## config.mk

```make
export PLATFORM = sky130hd
export DESIGN_NAME = sort_result_streamer
export DESIGN_NICKNAME = d
export VERILOG_FILES = /design/src/rtl/sort_result_streamer.sv
export SDC_FILE = /design/constraint.sdc
export NUM_CORES = 1
export LEC_CHECK = 0
export ABC_CLOCK_PERIOD_IN_PS = 1400
export BUFFER_PORTS_ARGS = -buffer_cell sky130_fd_sc_hd__buf_2
export CAP_MARGIN = 25
export CORE_UTILIZATION = 26
export DETAILED_ROUTE_END_ITERATION = 6
export GPL_TIMING_DRIVEN = 0
export PLACE_DENSITY = 0.47
export SETUP_SLACK_MARGIN = 0.2
export SLEW_MARGIN = 0
export SYNTH_ARGS = -nofsm -noshare
export SYNTH_HDL_FRONTEND = slang
export SYNTH_SLANG_ARGS = --single-unit
```

## constraint.sdc

```tcl
create_clock -name clk -period 1.4 [get_ports clk]
set_input_delay 0.21 -clock clk [delete_from_list [all_inputs] [get_ports clk]]
set_output_delay 0.21 -clock clk [all_outputs]
set_load 0.005 [all_outputs]
```

## src/rtl/sort_result_streamer.sv

```systemverilog
// Reads the sorter result RAM from address 0 to DEPTH-1 and streams each word with its index and a last marker.
// The order of the stream is checked as it goes out; order_err is sticky until the next start.
//   state  | meaning
//   IDLE   | wait for a rising edge on sort_done
//   RD     | one-cycle read strobe at idx
//   WAIT   | count down the RAM read latency, then capture the word
//   OUT    | hold the word on the stream until it is accepted
//   FIN    | stream finished, wait for sort_done to drop
module sort_result_streamer #(
  parameter  int DATA_W = 8,
  parameter  int DEPTH  = 8,
  parameter  int RD_LAT = 1,
  parameter  int ORDER  = 0,
  localparam int IDX_W  = $clog2(DEPTH)
) (
  input  logic              clk,
  input  logic              rst_n,
  input  logic              sort_done,
  output logic              ram_rd_en,
  output logic [IDX_W-1:0]  ram_addr,
  input  logic [DATA_W-1:0] ram_rdata,
  output logic [DATA_W-1:0] out_data,
  output logic [IDX_W-1:0]  out_index,
  output logic              out_valid,
  input  logic              out_ready,
  output logic              out_last,
  output logic              busy,
  output logic              stream_done,
  output logic              order_err
);

  typedef enum logic [2:0] {
    S_IDLE = 3'd0,
    S_RD   = 3'd1,
    S_WAIT = 3'd2,
    S_OUT  = 3'd3,
    S_FIN  = 3'd4
  } state_t;

  state_t             state;
  state_t             state_nxt;
  logic               done_q;
  logic               start;
  logic [1:0]         lat_cnt;
  logic               capture;
  logic               violation;
  logic               have_prev;
  logic [DATA_W-1:0]  prev;
  logic [IDX_W-1:0]   idx;

  assign start   = sort_done & ~done_q;
  assign capture = (state == S_WAIT) && (lat_cnt == 2'd1);

  // Equal neighbours are legal in either direction.
  always_comb begin
    violation = 1'b0;
    if (ORDER == 0) violation = (ram_rdata < prev);
    else            violation = (ram_rdata > prev);
  end

  always_ff @(posedge clk or negedge rst_n) begin
    if (!rst_n) state <= S_IDLE;
    else        state <= state_nxt;
  end

  always_comb begin
    state_nxt = state;
    case (state)
      S_IDLE: if (start) state_nxt = S_RD;
      S_RD:   state_nxt = S_WAIT;
      S_WAIT: if (capture) state_nxt = S_OUT;
      S_OUT:  if (out_ready) state_nxt = out_last ? S_FIN : S_RD;
      S_FIN:  if (!sort_done) state_nxt = S_IDLE;
      default: state_nxt = S_IDLE;
    endcase
  end

  always_comb begin
    ram_rd_en = (state == S_RD);
    ram_addr  = (state == S_RD) ? idx : '0;
    out_valid = (state == S_OUT);
    busy      = (state == S_RD) || (state == S_WAIT) || (state == S_OUT);
  end

  always_ff @(posedge clk or negedge rst_n) begin
    if (!rst_n) begin
      done_q      <= 1'b0;
      idx         <= '0;
      lat_cnt     <= '0;
      out_data    <= '0;
      out_index   <= '0;
      out_last    <= 1'b0;
      prev        <= '0;
      have_prev   <= 1'b0;
      order_err   <= 1'b0;
      stream_done <= 1'b0;
    end else begin
      done_q      <= sort_done;
      stream_done <= 1'b0;
      case (state)
        S_IDLE: begin
          if (start) begin
            idx       <= '0;
            order_err <= 1'b0;
            have_prev <= 1'b0;
          end
        end
        S_RD: lat_cnt <= 2'(RD_LAT);
        S_WAIT: begin
          if (capture) begin
            out_data  <= ram_rdata;
            out_index <= idx;
            out_last  <= (idx == IDX_W'(DEPTH - 1));
            if (have_prev && violation) order_err <= 1'b1;
            prev      <= ram_rdata;
            have_prev <= 1'b1;
          end else begin
            lat_cnt <= lat_cnt - 2'd1;
          end
        end
        S_OUT: begin
          if (out_ready) begin
            if (out_last) stream_done <= 1'b1;
            else          idx <= idx + 1'b1;
          end
        end
        default: ;
      endcase
    end
  end

endmodule

```

==> flow_metrics.env <==
export IMPL_critPathCaptureType="primary output"
export IMPL_fill_cells=456
export IMPL_power_report_internal_total_mw=2.72
export IMPL_synthesis_stage_register_bit_count=24
export IMPL_grt_setup_unrepaired="true"
export IMPL_sw_ratio_pct=37.4
export IMPL_syn_num_nets=149
export IMPL_finalNetCount=212
export IMPL_yosysTopAreaCell="sky130_fd_sc_hd__dfrtp_1"
export IMPL_detailed_routing_iterations_pass_1=3
export IMPL_critical_path_depth=6
export IMPL_crit_path_start_kind="register"
export IMPL_drcViolationCount=0
export IMPL_failed_checks="negative setup slack"
export IMPL_dieArea_um2=5200
export IMPL_grt_util_all_layers_pct=13.4
export IMPL_clock_tree_from_tritoncts="yes"
export IMPL_layout_cells_most_common="sky130_fd_sc_hd__buf_2"
export IMPL_worst_path_dominant_cell_family="flip-flops"
export IMPL_max_slew_worst_pin_slew_ps=569
export IMPL_ant_nets=0
export IMPL_share_of_final_layout_standard_cells_stronger_than_drive_strength_1_pct=55.0
export IMPL_timing_reg2reg_worst_path_depth=4
export IMPL_number_of_vias_after_detailed_routing=1164
export IMPL_number_of_antenna_violations_at_the_first_check_in_global_routing=0
export IMPL_register_area_um2=601
export IMPL_design_portCount=32
export IMPL_pwr_share_comb_pct=62.9
export IMPL_critical_path_arrival_ps=1320
export IMPL_cells_after_dpl=225
export IMPL_clk_path_buf_depth=2
export IMPL_pin_count_of_the_biggest_net_entering_global_routing=25
export IMPL_cts_buffers_inserted=3
export IMPL_period_minus_slack_ps=1530
export IMPL_share_seq_of_total_power_pct=26.0
export IMPL_postSynthAreaPerCell_um2=10.1
export IMPL_global_route_wire_length_before_repair_um=5400
export IMPL_worstHoldPathType="input port to register"
export IMPL_finish_utilization_pct=43.3
export IMPL_drt_total_wl_um=3400
export IMPL_timing_critical_path_fanout_max=3
export IMPL_placeableCoreArea_um2=4720
export IMPL_layoutNonFillerInstCount=256
export IMPL_synthDominantCellAreaShare_pct=47.0
export IMPL_mapped_area_um2=1280
export IMPL_setup_ws_ps=-134
export IMPL_slew_limit_headroom_pct=62.0
export IMPL_clock_power_share_pct=11.1
export IMPL_synthCells=127
export IMPL_numClockSinks=24
export IMPL_clock_latency_ps=270
export IMPL_top_area_cells_in_the_synthesized_netlist="sky130_fd_sc_hd__dfrtp_1, sky130_fd_sc_hd__ha_1, sky130_fd_sc_hd__nand2_1"
export IMPL_dp_hpwl_um=2140
export IMPL_drt_wirelength_per_cell_um=13.3
export IMPL_timing_critical_path_slowest_cell_delay_ps=400
export IMPL_drt_first_iter_violations=52
export IMPL_whs_path_depth=1
export IMPL_timing_critical_path_slowest_stage_cell="sky130_fd_sc_hd__dfrtp_1"
export IMPL_yosys_cell_types_count=33
export IMPL_vias_per_cell=4.55
export IMPL_setup_viol_count_final=13
export IMPL_max_cap_violations=0
export IMPL_die_height_um=72.1
export IMPL_peak_vdd_ir_mv=0.772
export IMPL_power_static_leakage_nw=0.949
export IMPL_clockRootBuffer="sky130_fd_sc_hd__clkbuf_8"
export IMPL_power_net_switching_mw=1.63
export IMPL_postLayoutCellArea_um2=2050
export IMPL_fp_row_count=25
export IMPL_required_ps=1190
export IMPL_synthToLayoutAreaGrowth_pct=60.2
export IMPL_path_cells="buf_4 > nand2_2 > or2_1 > buf_6 > inv_2 > buf_2"
export IMPL_dieWidth_um=72.1
export IMPL_power_density_cell_area_nw_per_um2=2120
export IMPL_timing_max_transition_violations_final=0
export IMPL_starting_utilization_of_the_core_area_pct=27.0
export IMPL_number_of_port_buffers=31
export IMPL_part_of_the_yosys_area_used_for_sequential_elements_pct=47.0
export IMPL_n_antenna_cell=0
export IMPL_layout_cells_most_common_list="sky130_fd_sc_hd__buf_2, sky130_fd_sc_hd__dfrtp_1, sky130_fd_sc_hd__buf_6"
export IMPL_critical_path_n_buffers_inverters=4
export IMPL_worstSetupPathType="register to primary output"
export IMPL_gp_congestion=0.760
export IMPL_setup_tns_ps=-894
export IMPL_combined_area_of_the_multi_input_logic_cells_um2=786
export IMPL_cts_htree_levels=1
export IMPL_outcome="complete, but fails checks"
export IMPL_report_final_hold_viol_count=0
export IMPL_synthesis_yosys_warnings=0
export IMPL_timing_clock_skew_ps=6.41
export IMPL_grt_overflow=0
export IMPL_placed_area_um2=1580
export IMPL_timing_final_crit_share_pct=110
export IMPL_number_of_global_route_vias_before_repair=1165
export IMPL_clkTransAtPathRegs_ps=90
export IMPL_max_freq_mhz=652
==> logic make-up after synthesis <==
group,synth area share [%]
flip-flops,47.0
AND/OR/NAND/NOR,15.6
adder cells (fa/ha/maj),9.79
AO/OA/AOI/OAI,16.9
buffers and inverters,6.27
multiplexers,4.41
==> synth_stat cells <==
cell	instances
sky130_fd_sc_hd__nand3_1	2
sky130_fd_sc_hd__a2111oi_2	2
sky130_fd_sc_hd__mux2_2	2
sky130_fd_sc_hd__or2_1	1
sky130_fd_sc_hd__o21ai_1	3
sky130_fd_sc_hd__a31oi_1	2
sky130_fd_sc_hd__nor2_1	6
sky130_fd_sc_hd__a2bb2oi_1	1
sky130_fd_sc_hd__dfrtp_1	24
sky130_fd_sc_hd__a21boi_0	1
sky130_fd_sc_hd__nor2_2	1
sky130_fd_sc_hd__nand2_1	14
sky130_fd_sc_hd__nor3_2	1
sky130_fd_sc_hd__nand4_1	2
sky130_fd_sc_hd__o21ai_0	9
sky130_fd_sc_hd__buf_4	2
sky130_fd_sc_hd__inv_1	12
sky130_fd_sc_hd__o311ai_1	1
sky130_fd_sc_hd__ha_1	10
sky130_fd_sc_hd__a22o_1	1
sky130_fd_sc_hd__o21a_1	2
sky130_fd_sc_hd__a21oi_1	2
sky130_fd_sc_hd__and3_1	1
sky130_fd_sc_hd__a211oi_1	2
sky130_fd_sc_hd__or4b_1	1
sky130_fd_sc_hd__nor3_1	2
sky130_fd_sc_hd__mux2_1	3
sky130_fd_sc_hd__nor3b_1	2
sky130_fd_sc_hd__a31o_1	2
sky130_fd_sc_hd__and2_1	3
sky130_fd_sc_hd__buf_2	4
sky130_fd_sc_hd__nor2b_1	3
sky130_fd_sc_hd__o211ai_1	3
==> metrics by stage <==
step	hold slack [ps]	power (mW)	setup slack (ps)
after floorplan	-85.6	2.34	-48.9
after global routing	103	4.68	-182
after detailed placement	236	2.87	-156
final	118	4.35	-134
after CTS	107	4.12	-127
after global placement	232	2.79	-103
==> cell type report <==
cell class              count  area share, %
repair buffers             58           20.0
multi-input cells          85           38.4
plain buffers               6           3.30
flip-flops and latches     24           29.3
clock buffers               4           2.69
inverters                  12           2.20
well taps                  67           4.10
==> metal layers <==
layer / vias to the layer above / global-route usage [%] / part of all wire (%) / routed length [um]
met3: 5 / 2.08 / 3.0 / 103
met1: 567 / 17.0 / 44 / 1490
met2: 22 / 23.8 / 52 / 1770
li1: 570 / - / - / -
met4: 0 / 3.27 / 1.1 / 36
met5: - / 0 / 0 / 0
==> worst paths after layout <==
check,slack [ps],endpoint,from
setup / recovery,-130,out_valid,state[0]
hold / removal,120,done_q,sort_done
setup reg to reg,-90,order_err,state[0]
hold reg to reg,490,have_prev,have_prev
max in group asynchronous,560,idx[2],rst_n
min in group asynchronous,460,prev[6],rst_n
==> registers in the layout (all words and copies together) (netlist names) <==
| register | cells |
|---|---|
| out_index | 3 |
| stream_done | 1 |
| have_prev | 1 |
| state | 3 |
| lat_cnt | 2 |
| prev | 8 |
| out_last | 1 |
| order_err | 1 |
| done_q | 1 |
| idx | 3 |
==> power groups by stage <==
stage	clock, mW	combinational [mW]	sequential (mW)
detailed placement	0	1.72	1.14
floorplan	0	1.21	1.13
global placement	0	1.67	1.13
global route	0.530	2.99	1.16
finish	0.483	2.73	1.13
CTS	0.492	2.50	1.13
==> timing repair <==
item,CTS,global route
cloned,1,0
setup buffers,21,4
hold buffers,1,0
hold endpoints to repair,24,0
pin swaps,21,8
setup endpoints to repair,27,29
gates resized for setup,44,17
No activity file was read; power rests on OpenSTA's default activity.
